### src/rtl/dcache_refill_unit_pkg.sv
// Shared sizing, state encoding and address helper for the dCache refill path.
// Latency: n/a (types and constants only).
// Backpressure: n/a.
package dcache_refill_unit_pkg;

   localparam int ADDR_W     = 32;
   localparam int BLOCK_BITS = 1024;
   localparam int MEM_DATA_W = 64;
   localparam int BEATS      = BLOCK_BITS / MEM_DATA_W;
   localparam int OFF_BITS   = 7;
   localparam int CNT_W      = $clog2(BEATS);
   localparam int MASK_W     = BLOCK_BITS / 8;

   typedef enum logic [2:0] {
      IDLE,
      REQ,
      COLLECT,
      FILL,
      DONE
   } refill_state_t;

   // Clear the in-block offset so every fetch and fill addresses a whole block.
   function automatic logic [ADDR_W-1:0] block_align(input logic [ADDR_W-1:0] addr);
      return {addr[ADDR_W-1:OFF_BITS], {OFF_BITS{1'b0}}};
   endfunction

endpackage

### src/rtl/dcache_refill_unit_line_buffer.sv
// Assembles one cache block from memory response beats, tracking the beat index.
// Latency: a beat lands in block_dat the cycle after beat_vld.
// Backpressure: none; every beat_vld beat is consumed.
module refill_line_buffer
   import dcache_refill_unit_pkg::*;
(
   input  logic                  clk,
   input  logic                  rst,
   input  logic                  beat_vld,
   input  logic [MEM_DATA_W-1:0] beat_dat,
   output logic [CNT_W-1:0]      beat_cnt,
   output logic                  final_beat,
   output logic [BLOCK_BITS-1:0] block_dat
);

   logic cnt_at_end;

   assign cnt_at_end = (beat_cnt == CNT_W'(BEATS - 1));
   assign final_beat = beat_vld && cnt_at_end;

   // Beat counter: advances per accepted beat and wraps so the next block starts at beat 0.
   always_ff @(posedge clk) begin
      if (rst) begin
         beat_cnt <= '0;
      end else if (beat_vld) begin
         beat_cnt <= cnt_at_end ? '0 : beat_cnt + 1'b1;
      end
   end

   // Block register: each beat overwrites its own slice; contents persist between refills.
   always_ff @(posedge clk) begin
      if (rst) begin
         block_dat <= '0;
      end else if (beat_vld) begin
         block_dat[beat_cnt*MEM_DATA_W +: MEM_DATA_W] <= beat_dat;
      end
   end

endmodule

### src/rtl/dcache_refill_unit.sv
// Services dCache read/write misses: fetches the block from memory and writes it into the dCache.
// Latency: accept@T, request@T+1, beats T+2..T+17, sent_repair@T+18, repair_resolved@T+19 (best case).
// Backpressure: request waits on mem_req_ready; response beats are never stalled; misses must stall while busy.
module dcache_refill_unit
   import dcache_refill_unit_pkg::*;
(
   input  logic                  clk,
   input  logic                  rst,
   input  logic                  rd_miss,
   input  logic [ADDR_W-1:0]     rd_miss_addr,
   input  logic                  wr_miss,
   input  logic [ADDR_W-1:0]     wr_miss_addr,
   output logic                  mem_req_valid,
   input  logic                  mem_req_ready,
   output logic [ADDR_W-1:0]     mem_req_addr,
   input  logic                  mem_resp_valid,
   input  logic [MEM_DATA_W-1:0] mem_resp_data,
   input  logic                  mem_resp_last,
   output logic                  sent_repair,
   output logic [ADDR_W-1:0]     fill_addr,
   output logic [BLOCK_BITS-1:0] fill_data,
   output logic [MASK_W-1:0]     fill_mask,
   output logic                  repair_resolved,
   output logic                  busy,
   output logic                  proto_err
);

   refill_state_t     state;
   refill_state_t     state_nxt;
   logic [ADDR_W-1:0] cur_addr;
   logic              accept;
   logic [ADDR_W-1:0] accept_addr;
   logic              pend_vld;
   logic [ADDR_W-1:0] pend_addr;
   logic              pend_load;
   logic [ADDR_W-1:0] pend_load_addr;
   logic              pend_take;
   logic              miss_dropped;
   logic              collect_beat;
   logic [CNT_W-1:0]  beat_cnt;
   logic              final_beat;
   logic              last_expected;

   // Beats only count while collecting; anything arriving in other states is stray.
   assign collect_beat  = (state == COLLECT) && mem_resp_valid;
   assign last_expected = (beat_cnt == CNT_W'(BEATS - 1));

   refill_line_buffer u_line_buffer (
      .clk        (clk),
      .rst        (rst),
      .beat_vld   (collect_beat),
      .beat_dat   (mem_resp_data),
      .beat_cnt   (beat_cnt),
      .final_beat (final_beat),
      .block_dat  (fill_data)
   );

   // State register.
   always_ff @(posedge clk) begin
      if (rst) begin
         state <= IDLE;
      end else begin
         state <= state_nxt;
      end
   end

   // Next state, miss arbitration (read > pending write > new write) and pending-slot control.
   always_comb begin
      state_nxt      = state;
      accept         = 1'b0;
      accept_addr    = '0;
      pend_load      = 1'b0;
      pend_load_addr = '0;
      pend_take      = 1'b0;
      miss_dropped   = 1'b0;

      case (state)
         IDLE: begin
            if (rd_miss) begin
               accept      = 1'b1;
               accept_addr = block_align(rd_miss_addr);
               if (wr_miss) begin
                  if (!pend_vld) begin
                     pend_load      = 1'b1;
                     pend_load_addr = block_align(wr_miss_addr);
                  end else begin
                     miss_dropped = 1'b1;
                  end
               end
            end else if (pend_vld) begin
               accept      = 1'b1;
               accept_addr = pend_addr;
               pend_take   = 1'b1;
               // The slot frees this cycle, so a concurrent write miss can take it.
               if (wr_miss) begin
                  pend_load      = 1'b1;
                  pend_load_addr = block_align(wr_miss_addr);
               end
            end else if (wr_miss) begin
               accept      = 1'b1;
               accept_addr = block_align(wr_miss_addr);
            end
            if (accept) begin
               state_nxt = REQ;
            end
         end
         REQ: begin
            if (mem_req_ready) begin
               state_nxt = COLLECT;
            end
         end
         COLLECT: begin
            if (final_beat) begin
               state_nxt = FILL;
            end
         end
         FILL: begin
            state_nxt = DONE;
         end
         DONE: begin
            state_nxt = IDLE;
         end
         default: begin
            state_nxt = IDLE;
         end
      endcase

      // While a refill is in flight only one write miss can be parked.
      if (state != IDLE) begin
         if (rd_miss) begin
            miss_dropped = 1'b1;
         end
         if (wr_miss) begin
            if (!pend_vld) begin
               pend_load      = 1'b1;
               pend_load_addr = block_align(wr_miss_addr);
            end else begin
               miss_dropped = 1'b1;
            end
         end
      end
   end

   // Current refill address, captured at acceptance and held through FILL.
   always_ff @(posedge clk) begin
      if (rst) begin
         cur_addr <= '0;
      end else if (accept) begin
         cur_addr <= accept_addr;
      end
   end

   // Single-entry pending write-miss slot.
   always_ff @(posedge clk) begin
      if (rst) begin
         pend_vld  <= 1'b0;
         pend_addr <= '0;
      end else if (pend_load) begin
         pend_vld  <= 1'b1;
         pend_addr <= pend_load_addr;
      end else if (pend_take) begin
         pend_vld  <= 1'b0;
      end
   end

   // Sticky protocol error: the beat counter decides where the block ends, mem_resp_last must agree.
   always_ff @(posedge clk) begin
      if (rst) begin
         proto_err <= 1'b0;
      end else if (collect_beat && (mem_resp_last != last_expected)) begin
         proto_err <= 1'b1;
      end
   end

   // Outputs decode directly from state so they are all zero in IDLE and out of reset.
   always_comb begin
      mem_req_valid   = (state == REQ);
      mem_req_addr    = (state == REQ) ? cur_addr : '0;
      sent_repair     = (state == FILL);
      fill_mask       = (state == FILL) ? {MASK_W{1'b1}} : '0;
      repair_resolved = (state == DONE);
      busy            = (state != IDLE) || pend_vld;
      fill_addr       = cur_addr;
   end

   // The controller stalls while busy, so losing a miss here means it broke that contract.
   a_no_miss_dropped: assert property (@(posedge clk) disable iff (rst) !miss_dropped);

endmodule

### config.mk
export PLATFORM = sky130hd
export DESIGN_NAME = dcache_refill_unit
export DESIGN_NICKNAME = d
export VERILOG_FILES = /design/src/rtl/dcache_refill_unit_pkg.sv /design/src/rtl/dcache_refill_unit_line_buffer.sv /design/src/rtl/dcache_refill_unit.sv
export SDC_FILE = /design/constraint.sdc
export NUM_CORES = 2
export LEC_CHECK = 0
export CAP_MARGIN = 20
export CORE_AREA = 3 3 529 531
export CTS_CLUSTER_DIAMETER = 100
export CTS_CLUSTER_SIZE = 8
export DETAILED_ROUTE_END_ITERATION = 8
export DIE_AREA = 0 0 532 534
export HOLD_SLACK_MARGIN = 0.08
export PLACE_DENSITY = 0.39
export SLEW_MARGIN = 5
export SYNTH_ARGS = -nofsm -noshare
export SYNTH_HDL_FRONTEND = slang
export SYNTH_HIERARCHICAL = 1
export SYNTH_SLANG_ARGS = --single-unit
### constraint.sdc
create_clock -name clk -period 6.52 [get_ports clk]
set_input_delay 0.652 -clock clk [delete_from_list [all_inputs] [get_ports clk]]
set_output_delay 0.652 -clock clk [all_outputs]
set_load 0.01 [all_outputs]
==> impl_results.md <==
* Sum Neg Setup Slack at 0 ns
* Yosys cell types at 57
* Synthesis warning total at 6
* Final weighted congestion in routability-driven placement at 0.768
* Max Cap Violations at 0
* Critical path endpoint category: register
* Fin crit share at 65.1%
* Number of pins with negative max-slew slack in the final report at 0
* Flip-flop cell with the highest count after synthesis: dfxtp_1
* Instance count after placement with tap cells included at 9,517
* Headroom to the max-slew limit at 5.37%
* Post-synth EDFFs at 0
* Status: complete, no violations
* Worst-case setup slack after placement at 1.72 ns
* NumNets Final at 6,116
* Fill cell instance count of the final layout at 29,700
* Leakage Power at 25.0 nW
* Via count of the first global-routing pass at 39,400
* Most numerous cell types in the synthesized netlist: dfxtp_1 (1,083), nand2b_1 (936), mux2i_1 (577)
* Largest net degree at the start of global routing at 235
* Buffers inserted by post-CTS timing repair at 0
* Maximum fanout count along the critical path at 39
* Hold Violations, Final at 0
* Layout cell share with drive strength beyond 1 at 7.25%
* Number of buffers inserted during clock tree synthesis at 162
* Die height at 534 um
* Area of the placeable core at 0.276 mm2
* Number of buffers inserted by port buffering at 1,327
* Clock Root Buffer: clkbuf_16
* Number of I/O pins at 1,356
* Hold-fix buffers at CTS at 0
* Async S/R FF share, synth at 0%
* Total wire length at 259,000 um
* DRC marker count from the first detailed-route iteration at 2,379
* Biggest area contributors in the synthesized netlist: dfxtp_1 (48%), nand2b_1 (13%), mux2i_1 (13%)
* Initial Utilization at 16.5%
* Biggest area consumer among synthesized cells: dfxtp_1
* Max Buffers Root-to-Sink at 4
* Worst setup path start: u_line_buffer/beat_cnt[0]
* Clock transition time at the flip-flop clock pins of the worst setup and hold paths at 0.05 ns
* Minimum period implied by the final worst setup slack at 4.24 ns
* Die Footprint at 0.284 mm2
* Classification of the worst-slack hold path: input port to register
* Dpl hpwl at 173,000 um
* Number of flip-flops and latches in the synthesized netlist at 1,083
* Most common cell in the netlist: dfxtp_1
* Routed vias/inst at 4.07
* Residual DRC count at 0
* Sink count of the clock tree at 1,083
* Max Clock Skew at 0.0568 ns
* Final instance count without filler cells at 9,710
* Aggregate global-route resource usage at 17.4%
* CTS H-tree lvls at 4
* Cell area after synthesis at 0.0456 mm2
* DRT antenna net count at 0
* Clock tree from TritonCTS: built
* First-pass GRT wire length at 349,000 um
* Fmax at 0.236 GHz
* Worst ir drop on vdd at 0.149 mV
* Power per unit of standard cell area at 235 mW/mm2
* Skew-Pair Late Insertion Delay at 0.84 ns
* Average wire per standard cell at 26.6 um
* Antenna violations before repair at 35
* Fraction of the yosys area taken by sequential cells at 47.5%
* RSZ-0062 raised after global routing: false
* Number of optimization iterations in the first detailed-route pass at 5
* Launch point of the worst reg-to-reg path: u_line_buffer/beat_cnt[0]
* Endpoint arrival time on the critical path at 4.95 ns
* Category of the critical setup timing path: register to register
* CP Data Required Time at 7.22 ns
* Synthesized area per cell at 9.14 um2
* Number of setup violations in the final report at 0
* Startpoint class of the critical path: register
* Post-synthesis to final-layout area growth at 44.4%
* Beginning of the worst hold path: mem_resp_data[18]
* Gr ovfl total at 0
* Row count at 193
* Synthesized instance count at 4,993
* Die width at 532 um
* Via count at 39,500
* Slew at the pin closest to its max-slew limit at 1.42 ns
* Final setup slack of the worst path at 2.28 ns
* Portion of synthesized cell area occupied by the leading cell type at 47.5%
* Number of gates given a new drive strength after cts at 0
-- critical path, cell delays in order (launching register included) --
cell     delay, ns
dfxtp_2       0.78
inv_1         0.16
ha_1          0.34
xor2_1        0.80
nor2_1        0.32
nand2_4       0.57
buf_4         0.72
mux2i_1       0.28
-- sequential cells by signal, summed over array words and instances (netlist names) --
register,count
pend_vld,1
pend_addr,25
state,3
proto_err,1
fill_addr,25
u_line_buffer/beat_cnt,4
u_line_buffer/block_dat,1024
-- area by class of cell --
class                      instances  area, um2  share of cell area, %
antenna                            9       22.5                 0.0342
sequential                      1083      21700                   32.9
tap                             3705       4640                   7.04
inverter                           9       33.8                 0.0513
multi-input combinational       3290      21100                   32.1
clock inverter                    16        199                  0.302
clock buffer                     167       4090                   6.21
timing repair buffer            1431      14100                   21.4
-- placed cells by master, fill, tap and decap left out, types with 5 or more instances in the layout --
cell type,n
clkdlybuf4s50_1,1292
dfxtp_1,1081
nand2b_1,936
mux2i_1,577
nand2_1,535
nand3_1,450
o21ai_0,250
a21oi_1,166
clkbuf_16,162
buf_4,91
a31o_2,55
nand3b_1,53
buf_2,32
and2_1,26
o21ai_1,26
a32o_1,25
a221o_1,24
nor2_1,24
nor4_2,18
conb_1,14
buf_12,12
a31o_1,10
diode_2,9
inv_1,9
nor3b_1,9
o32ai_1,9
nand2_4,9
a2111oi_0,8
nor2b_1,5
clkinvlp_4,5
-- report_power, final --
part           internal, W  switching [W]
logic             0.000355       0.000663
registers          0.00667      0.0000539
clock network      0.00446        0.00327
total               0.0115        0.00398
-- cells by family (layout without fill, tap and decap cells) --
logic type,after synthesis,after routing,share of synthesized area (%)
adder cells (fa/ha/maj),4,4,0.110
multiplexers,577,577,12.7
buffers and inverters,633,1623,6.74
AO/OA/AOI/OAI,586,586,7.82
flip-flops,1083,1083,47.5
XOR/XNOR,5,5,0.0960
other,1,23,0.00822
AND/OR/NAND/NOR,2104,2104,25.0
-- metrics by stage --
stage	cell area, um2	hold slack (ns)	total power [W]	util (%)
finish	65900	0.305	0.0155	23.9
global route	65900	0.244	0.0160	23.9
CTS	65800	0.227	0.0158	23.8
detailed placement	61500	0.445	0.00790	22.3
global placement	61500	0.441	0.00790	22.3
floorplan	45700	0.433	0.00733	-
-- final timing paths --
| kind | endpoint | cells past startpoint | slack, ns |
|---|---|---|---|
| min | u_line_buffer/block_dat[338] | 3 | 0.30 |
| min reg2reg | u_line_buffer/block_dat[1012] | 2 | 0.45 |
| max | u_line_buffer/block_dat[295] | 7 | 2.28 |
| max reg2reg | u_line_buffer/block_dat[295] | 7 | 2.28 |
-- metal layers --
layer / share of wire [%] / wire (um) / vias to the layer above / GRT usage [%]
met5: 0.0027 / 7 / - / 0
met4: 3.3 / 8430 / 2 / 5.54
met3: 9.4 / 24300 / 292 / 6.56
met2: 46 / 119000 / 1488 / 28.4
met1: 41 / 107000 / 19300 / 21.0
li1: - / - / 18500 / -
(Power assumes the default switching activity.)
